$ cat src/rtl/instruction_fetch_unit_pkg.sv
// fetch_pkg: shared widths, default constants and the buffer entry type for
// the instruction fetch unit.
//   ADDR_W / DATA_W : PC and instruction widths (24 bits each)
//   RESET_PC        : default PC loaded on reset
//   HALT_OPCODE     : default Instruction[23:20] value treated as HALT
//                     (only meaningful when FETCH_HALT_EN is defined)
//   fetch_entry_t   : one prefetch buffer entry {pc, instr}
package fetch_pkg;

    localparam int ADDR_W = 24;
    localparam int DATA_W = 24;

    localparam logic [ADDR_W-1:0] RESET_PC    = 24'd0;
    localparam logic [3:0]        HALT_OPCODE = 4'hF;

    typedef struct packed {
        logic [ADDR_W-1:0] pc;
        logic [DATA_W-1:0] instr;
    } fetch_entry_t;

endpackage

$ cat src/rtl/instruction_fetch_unit_if.sv
// fetch_if: bundles the instruction-memory, redirect and decode-side
// signals of the fetch unit.
//   master : fetch unit side (drives IM_PC and the Out_* head entry)
//   slave  : environment side (memory data, redirect, decode ready)
// Handshake: the head entry transfers on a rising edge where
// Out_Valid & Out_Ready; Out_Valid never depends on Out_Ready and the
// Out_* payload holds while Out_Valid & !Out_Ready.
// Halted exists only when FETCH_HALT_EN is defined.
interface fetch_if
    import fetch_pkg::ADDR_W;
    import fetch_pkg::DATA_W;
#(
    parameter int DEPTH = 2
) ();

    localparam int CNT_W = $clog2(DEPTH) + 1;

    logic [ADDR_W-1:0] IM_PC;
    logic [DATA_W-1:0] IM_Instruction;
    logic              Redirect_Valid;
    logic [ADDR_W-1:0] Redirect_PC;
    logic              Out_Valid;
    logic              Out_Ready;
    logic [ADDR_W-1:0] Out_PC;
    logic [DATA_W-1:0] Out_Instruction;
    logic [CNT_W-1:0]  Count;
`ifdef FETCH_HALT_EN
    logic              Halted;

    modport master (
        output IM_PC, input IM_Instruction,
        input Redirect_Valid, input Redirect_PC,
        output Out_Valid, input Out_Ready, output Out_PC, output Out_Instruction,
        output Count, output Halted
    );

    modport slave (
        input IM_PC, output IM_Instruction,
        output Redirect_Valid, output Redirect_PC,
        input Out_Valid, output Out_Ready, input Out_PC, input Out_Instruction,
        input Count, input Halted
    );
`else
    modport master (
        output IM_PC, input IM_Instruction,
        input Redirect_Valid, input Redirect_PC,
        output Out_Valid, input Out_Ready, output Out_PC, output Out_Instruction,
        output Count
    );

    modport slave (
        input IM_PC, output IM_Instruction,
        output Redirect_Valid, output Redirect_PC,
        input Out_Valid, output Out_Ready, input Out_PC, input Out_Instruction,
        input Count
    );
`endif

endinterface

$ cat src/rtl/instruction_fetch_unit_buffer.sv
// fetch_buffer: DEPTH-entry synchronous FIFO holding fetched {pc, instr}
// entries.
//   clk, rst_n : clock, asynchronous active-low reset
//   flush      : empties the FIFO (wins over push/pop)
//   push/wdata : write an entry at the tail (caller guarantees room, or a
//                simultaneous pop when full)
//   pop        : drop the head entry (caller guarantees valid)
//   rdata      : head entry, all zeros when empty
//   valid      : FIFO non-empty
//   count      : occupancy, 0..DEPTH
module fetch_buffer
    import fetch_pkg::fetch_entry_t;
#(
    parameter int DEPTH = 2
) (
    input  logic                       clk,
    input  logic                       rst_n,
    input  logic                       flush,
    input  logic                       push,
    input  logic                       pop,
    input  fetch_entry_t               wdata,
    output fetch_entry_t               rdata,
    output logic                       valid,
    output logic [$clog2(DEPTH):0]     count
);

    localparam int PTR_W = $clog2(DEPTH);
    localparam int CNT_W = PTR_W + 1;

    fetch_entry_t     mem [DEPTH];
    logic [PTR_W-1:0] wr_ptr;
    logic [PTR_W-1:0] rd_ptr;

    // Pointers wrap naturally because DEPTH is a power of two.
    always_ff @(posedge clk or negedge rst_n) begin
        if (!rst_n) begin
            wr_ptr <= '0;
            rd_ptr <= '0;
            count  <= '0;
        end else if (flush) begin
            wr_ptr <= '0;
            rd_ptr <= '0;
            count  <= '0;
        end else begin
            if (push) wr_ptr <= wr_ptr + PTR_W'(1);
            if (pop)  rd_ptr <= rd_ptr + PTR_W'(1);
            case ({push, pop})
                2'b10:   count <= count + CNT_W'(1);
                2'b01:   count <= count - CNT_W'(1);
                default: count <= count;
            endcase
        end
    end

    // Storage needs no reset: stale contents are masked by valid below.
    always_ff @(posedge clk) begin
        if (push && !flush) mem[wr_ptr] <= wdata;
    end

    assign valid = (count != '0);
    assign rdata = valid ? mem[rd_ptr] : '0;

endmodule

$ cat src/rtl/instruction_fetch_unit.sv
// instruction_fetch_unit: owns the program counter, reads the combinational
// instruction memory at IM_PC every cycle and queues {pc, instr} entries in a
// small prefetch buffer that decode drains over a valid/ready handshake.
// A redirect flushes the buffer and reloads the PC.
//   Clock : rising-edge clock
//   Reset : asynchronous active-low reset
//   bus   : fetch_if.master (IM_PC/IM_Instruction, Redirect_*, Out_*, Count,
//           and Halted when FETCH_HALT_EN is defined)
// Optional build macro FETCH_HALT_EN: a pushed instruction whose top nibble
// equals HALT_OPCODE is delivered and then stops fetching until a redirect.
module instruction_fetch_unit
    import fetch_pkg::ADDR_W;
    import fetch_pkg::DATA_W;
    import fetch_pkg::fetch_entry_t;
#(
    parameter int                DEPTH    = 2,
    parameter logic [ADDR_W-1:0] RESET_PC = fetch_pkg::RESET_PC,
    parameter int                PC_STEP  = 1
`ifdef FETCH_HALT_EN
    ,
    parameter logic [3:0]        HALT_OPCODE = fetch_pkg::HALT_OPCODE
`endif
) (
    input  logic   Clock,
    input  logic   Reset,
    fetch_if.master bus
);

    localparam int CNT_W = $clog2(DEPTH) + 1;

    logic [ADDR_W-1:0] fetch_pc;
    logic              push;
    logic              pop;
    logic              out_valid;
    logic [CNT_W-1:0]  count;
    fetch_entry_t      wdata;
    fetch_entry_t      head;

    assign pop = out_valid & bus.Out_Ready;

`ifdef FETCH_HALT_EN
    logic halted;

    assign push = !bus.Redirect_Valid && ((count < CNT_W'(DEPTH)) || pop) && !halted;

    // Halt is raised by the edge that pushes the HALT word, so that word is
    // still delivered; the PC has already stepped past it.
    always_ff @(posedge Clock or negedge Reset) begin
        if (!Reset) begin
            halted <= 1'b0;
        end else if (bus.Redirect_Valid) begin
            halted <= 1'b0;
        end else if (push && (bus.IM_Instruction[DATA_W-1 -: 4] == HALT_OPCODE)) begin
            halted <= 1'b1;
        end
    end

    assign bus.Halted = halted;
`else
    assign push = !bus.Redirect_Valid && ((count < CNT_W'(DEPTH)) || pop);
`endif

    // Full-with-pop still pushes, so a consumer that is always ready sees
    // one new entry per cycle even with the buffer at capacity.
    always_ff @(posedge Clock or negedge Reset) begin
        if (!Reset) begin
            fetch_pc <= RESET_PC;
        end else if (bus.Redirect_Valid) begin
            fetch_pc <= bus.Redirect_PC;
        end else if (push) begin
            fetch_pc <= fetch_pc + ADDR_W'(PC_STEP);
        end
    end

    assign wdata.pc    = fetch_pc;
    assign wdata.instr = bus.IM_Instruction;

    // A pop coinciding with a redirect is swallowed by the flush.
    fetch_buffer #(
        .DEPTH (DEPTH)
    ) u_buffer (
        .clk   (Clock),
        .rst_n (Reset),
        .flush (bus.Redirect_Valid),
        .push  (push),
        .pop   (pop),
        .wdata (wdata),
        .rdata (head),
        .valid (out_valid),
        .count (count)
    );

    assign bus.IM_PC           = fetch_pc;
    assign bus.Out_Valid       = out_valid;
    assign bus.Out_PC          = head.pc;
    assign bus.Out_Instruction = head.instr;
    assign bus.Count           = count;

endmodule

$ cat src/flat_wrapper.sv
// flat-port wrapper written by rule: the top's interface ports become plain ports
module instruction_fetch_unit_flat import fetch_pkg::ADDR_W; import fetch_pkg::DATA_W; import fetch_pkg::fetch_entry_t;
#(
    parameter int                DEPTH    = 2,
    parameter logic [ADDR_W-1:0] RESET_PC = fetch_pkg::RESET_PC,
    parameter int                PC_STEP  = 1

)
  (Clock, Reset, bus_IM_PC, bus_IM_Instruction, bus_Redirect_Valid, bus_Redirect_PC, bus_Out_Valid, bus_Out_Ready, bus_Out_PC, bus_Out_Instruction, bus_Count);
  fetch_if #(.DEPTH(DEPTH)) bus_i ();
  input  logic Clock;
  input  logic Reset;
  output wire logic [$bits(bus_i.IM_PC)-1:0] bus_IM_PC;
  input wire logic [$bits(bus_i.IM_Instruction)-1:0] bus_IM_Instruction;
  input wire logic [$bits(bus_i.Redirect_Valid)-1:0] bus_Redirect_Valid;
  input wire logic [$bits(bus_i.Redirect_PC)-1:0] bus_Redirect_PC;
  output wire logic [$bits(bus_i.Out_Valid)-1:0] bus_Out_Valid;
  input wire logic [$bits(bus_i.Out_Ready)-1:0] bus_Out_Ready;
  output wire logic [$bits(bus_i.Out_PC)-1:0] bus_Out_PC;
  output wire logic [$bits(bus_i.Out_Instruction)-1:0] bus_Out_Instruction;
  output wire logic [$bits(bus_i.Count)-1:0] bus_Count;
  assign bus_IM_PC = bus_i.IM_PC;
  assign bus_i.IM_Instruction = bus_IM_Instruction;
  assign bus_i.Redirect_Valid = bus_Redirect_Valid;
  assign bus_i.Redirect_PC = bus_Redirect_PC;
  assign bus_Out_Valid = bus_i.Out_Valid;
  assign bus_i.Out_Ready = bus_Out_Ready;
  assign bus_Out_PC = bus_i.Out_PC;
  assign bus_Out_Instruction = bus_i.Out_Instruction;
  assign bus_Count = bus_i.Count;
  instruction_fetch_unit #(.DEPTH(DEPTH), .RESET_PC(RESET_PC), .PC_STEP(PC_STEP)) u_core (.Clock(Clock), .Reset(Reset), .bus(bus_i));
endmodule
$ cat config.mk
export PLATFORM = sky130hd
export DESIGN_NAME = instruction_fetch_unit_flat
export DESIGN_NICKNAME = d
export VERILOG_FILES = /design/src/rtl/instruction_fetch_unit_pkg.sv /design/src/rtl/instruction_fetch_unit_if.sv /design/src/rtl/instruction_fetch_unit_buffer.sv /design/src/rtl/instruction_fetch_unit.sv /design/src/flat_wrapper.sv
export SDC_FILE = /design/constraint.sdc
export NUM_CORES = 1
export LEC_CHECK = 0
export CORE_MARGIN = 2
export CORE_UTILIZATION = 50
export CTS_CLUSTER_DIAMETER = 30
export CTS_CLUSTER_SIZE = 24
export DETAILED_ROUTE_END_ITERATION = 7
export PLACE_DENSITY = 0.78
export SLEW_MARGIN = 40
export SYNTH_ARGS = -nofsm -noshare
export SYNTH_HDL_FRONTEND = slang
export SYNTH_HIERARCHICAL = 1
export SYNTH_SLANG_ARGS = --single-unit
$ cat constraint.sdc
create_clock -name Clock -period 6.5 [get_ports Clock]
set_input_delay 0.65 -clock Clock [delete_from_list [all_inputs] [get_ports Clock]]
set_output_delay 0.65 -clock Clock [all_outputs]
set_load 0.02 [all_outputs]
==> metrics.md <==
| Metric | Value |
|---|---|
| Hold WC Path Type | primary input to async pin |
| Reg2Reg Depth | 5 |
| Placed cell area | 0.00665 mm² |
| Crit end category | primary output |
| Max-Cap Viols | 0 |
| N_diodes | 0 |
| Design Area, Final | roughly 0.007 mm² |
| Mapped Area | 0.00529 mm² |
| Final Critical Period | between 3 and 4 ns |
| Post-place setup slack | 3.55 ns |
| CP peak stage delay | 0.76 ns |
| # IOs | roughly 130 |
| Row Count | 37 |
| Hpwl dp | 7390 µm |
| Largest net degree at the start of global routing | ~50 |
| Final total negative setup slack | 0 ns |
| CP Launch Type | flop |
| Total wire length | roughly 11,000 µm |
| Initial antenna violation count | 0 |
| Syn Area/Cell | ~14 µm² |
| Max-slew violations | 0 |
| Residual DRC | 0 |
| Die Wd | between 100 and 150 µm |
| Clk buf depth | 2 |
| DR iter-0 viols | 236 |
| Most common cell in the netlist | edfxtp_1 |
| ANT nets after route | 0 |
| Synth cell types | 43 |
| Max Clk Rate | just under 300 MHz |
| Die area | around 0.011 mm² |
| Clock skew | 0.00800 ns |
| CP Class | flop to primary output |
| Pwr Total | 2.61 mW |
| Worst IR Drop VDD | about 190 µV |
| Initial Util | 51.4% |
| Fin Hold WS | ~0.53 ns |
| Post-CTS setup buffers | 0 |
| GRT Residual Overflow | 0 |
| Synthesis-stage register bit count | around 120 |
| RSZ-0062 raised after global routing | no |
| Vias post-DR | around 3.5k |
| Top_reg_cell synth | edfxtp_1 |
| Arr. time, crit path | 2.79 ns |
| Syn_nets | 437 |
| CTS tree | done |
| Leakage power | roughly 2.5 nW |
| Total track usage | approximately a fifth |
| Total CTS buffers | 17 |
| Post-synth EDFFs | 96 |
| Global-route wire length before repair | around 18,000 µm |
| Clock sinks | about 120 |
| Final worst setup slack | 3.06 ns |
| Synthesized instance count | around 380 |
| Area grow syn2layout | 36.5% |
| Die height | ~110 µm |
| CP max-delay cell | dfrtp_2 |
| Worst-Skew Late Latency | 0.51 ns |
| Fin. Hold Viols | 0 |
| Final setup violating endpoints | 0 |
| Layout net count | roughly 570 |
| Area leader, netlist | edfxtp_1 |
| Crit-path cells | buf_4, mux2i_1, nor2_1, clkdlybuf4s50_1 |
| Yosys top cell area share | roughly 55% |
| Final worst path period share | between 50% and 60% |
| Register area share after synthesis | between 60 and 70% |
| CTS resizes | 0 |
| Clock slew at reported path FFs | approximately 0.06 ns |
| WP depth | 4 |
| Top cells by area, synth | edfxtp_1 55%, dfrtp_1 13%, mux2i_1 9.3% |
| Power per cell area | about 360 mW/mm² |
| Max FO, Critical Path | 29 |
| Slew @ Worst Pin | around 0.76 ns |
| Fraction of registers with async set/reset | approximately 23% |
| IO buf count | between 100 and 150 |
| Clk root buf | clkbuf_8 |
| Relative slew slack | 49.4% |
| Syn. warnings | 6 |
| Via/cell ratio | 5.33 |
| Share of cells above drive strength 1 | a little under a tenth |
| Quantity of hold-fixing buffers added after cts | 0 |
| Core area | slightly above 0.01 mm² |
| Vias in the first global route | 3,512 |
| GPL Wtd Cong | 0.789 |
| Crit-path leading delay family | buffers and inverters |
| WP buf/inv | 2 |
| Critical Path RT | just under 6 ns |
| DRT Pass-1 Iters | 5 |
| Top cells by count, synth | 96 x edfxtp_1, 66 x nor2_1, 49 x mux2i_1, 28 x dfrtp_1, 19 x nand2_1 |
| Filler Cell Count | 722 |
| Status | finished, final reports clean |
| H-tree Lvls | 4 |
| DR WL/cell | between 15 and 20 µm |
## stage by stage
step,utilization [%],cells
after floorplan,-,384
after global placement,64.4,632
after detailed placement,64.7,633
after CTS,70.2,665
after global routing,70.2,665
final,70.2,665
## state kept, by name (all words and copies together) (netlist names)
name / count
u_core/u_buffer/wr_ptr: 1
u_core/u_buffer/rd_ptr: 1
u_core/u_buffer/count: 2
u_core/u_buffer/mem: 96
u_core/bus.IM_PC: 24
## final cells by class
type / count / area (µm²) / share of cell area, %
flip-flops and latches: 124 / 3580 / 49.7
multi-input cells: 237 / 1550 / 21.5
repair buffers: 132 / 1330 / 18.4
clock buffers: 17 / 414 / 5.74
well taps: 136 / 170 / 2.36
clock inverters: 15 / 151 / 2.10
inverters: 4 / 15.0 / 0.208
## metal layers
layer | vias to the layer above | GRT usage (%) | share of wire [%]
met5 | - | 0 | 0
met4 | 0 | 7.79 | 0.95
met3 | 10 | 5.11 | 6.0
met2 | 130 | 33.6 | 50
met1 | 1718 | 27.0 | 43
li1 | 1688 | - | -
## path summary, 6_finish.rpt
check	start	endpoint	slack, ns
max in group asynchronous	Reset	u_core/u_buffer/rd_ptr	5.65
worst max register to register	u_core/u_buffer/count[0]	u_core/u_buffer/mem[1][0]	3.70
worst min-delay path	Reset	u_core/bus.IM_PC[19]	0.53
worst min register to register	u_core/bus.IM_PC[23]	u_core/u_buffer/mem[1][47]	0.54
min in group Clock	u_core/bus.IM_PC[23]	u_core/u_buffer/mem[1][47]	0.54
worst max-delay path	u_core/u_buffer/rd_ptr	bus_Out_PC[8]	3.06
## cell usage in the layout, fill, tap and decap left out, types with 3 or more instances in the layout
cell type,Yosys,final
dfrtp_1,28,27
nand4_1,4,4
clkbuf_16,0,16
or3_1,6,6
nor3_1,5,5
nor2_1,66,65
a31oi_1,11,11
edfxtp_1,96,96
o21ai_0,9,9
inv_1,4,4
nor4_1,3,3
mux2i_1,49,49
xnor2_1,11,11
or4_1,5,5
o31ai_1,4,4
o21ai_1,11,11
buf_4,6,5
clkinvlp_4,0,5
clkdlybuf4s50_1,0,126
clkinv_4,0,4
xor2_1,3,3
nand2_1,19,19
nand3_1,6,6
clkinv_2,0,3
## power by group
part | total, mW | internal [mW] | leakage, nW | switching [mW]
registers | 1.01 | 0.936 | 1.21 | 0.0731
clock network | 0.880 | 0.542 | 0.263 | 0.338
logic | 0.716 | 0.338 | 1.02 | 0.378
total | 2.61 | 1.82 | 2.50 | 0.789
## cells by family (layout without fill, tap and decap cells)
group	after synthesis	in the layout	synth area share, %
AND/OR/NAND/NOR	134	134	12.8
flip-flops	124	124	67.8
multiplexers	49	49	9.28
AO/OA/AOI/OAI	39	39	4.43
buffers and inverters	23	168	3.15
XOR/XNOR	14	14	2.32
adder cells (fa/ha/maj)	1	1	0.237
Note: power is estimated with default switching activity, not from simulation.
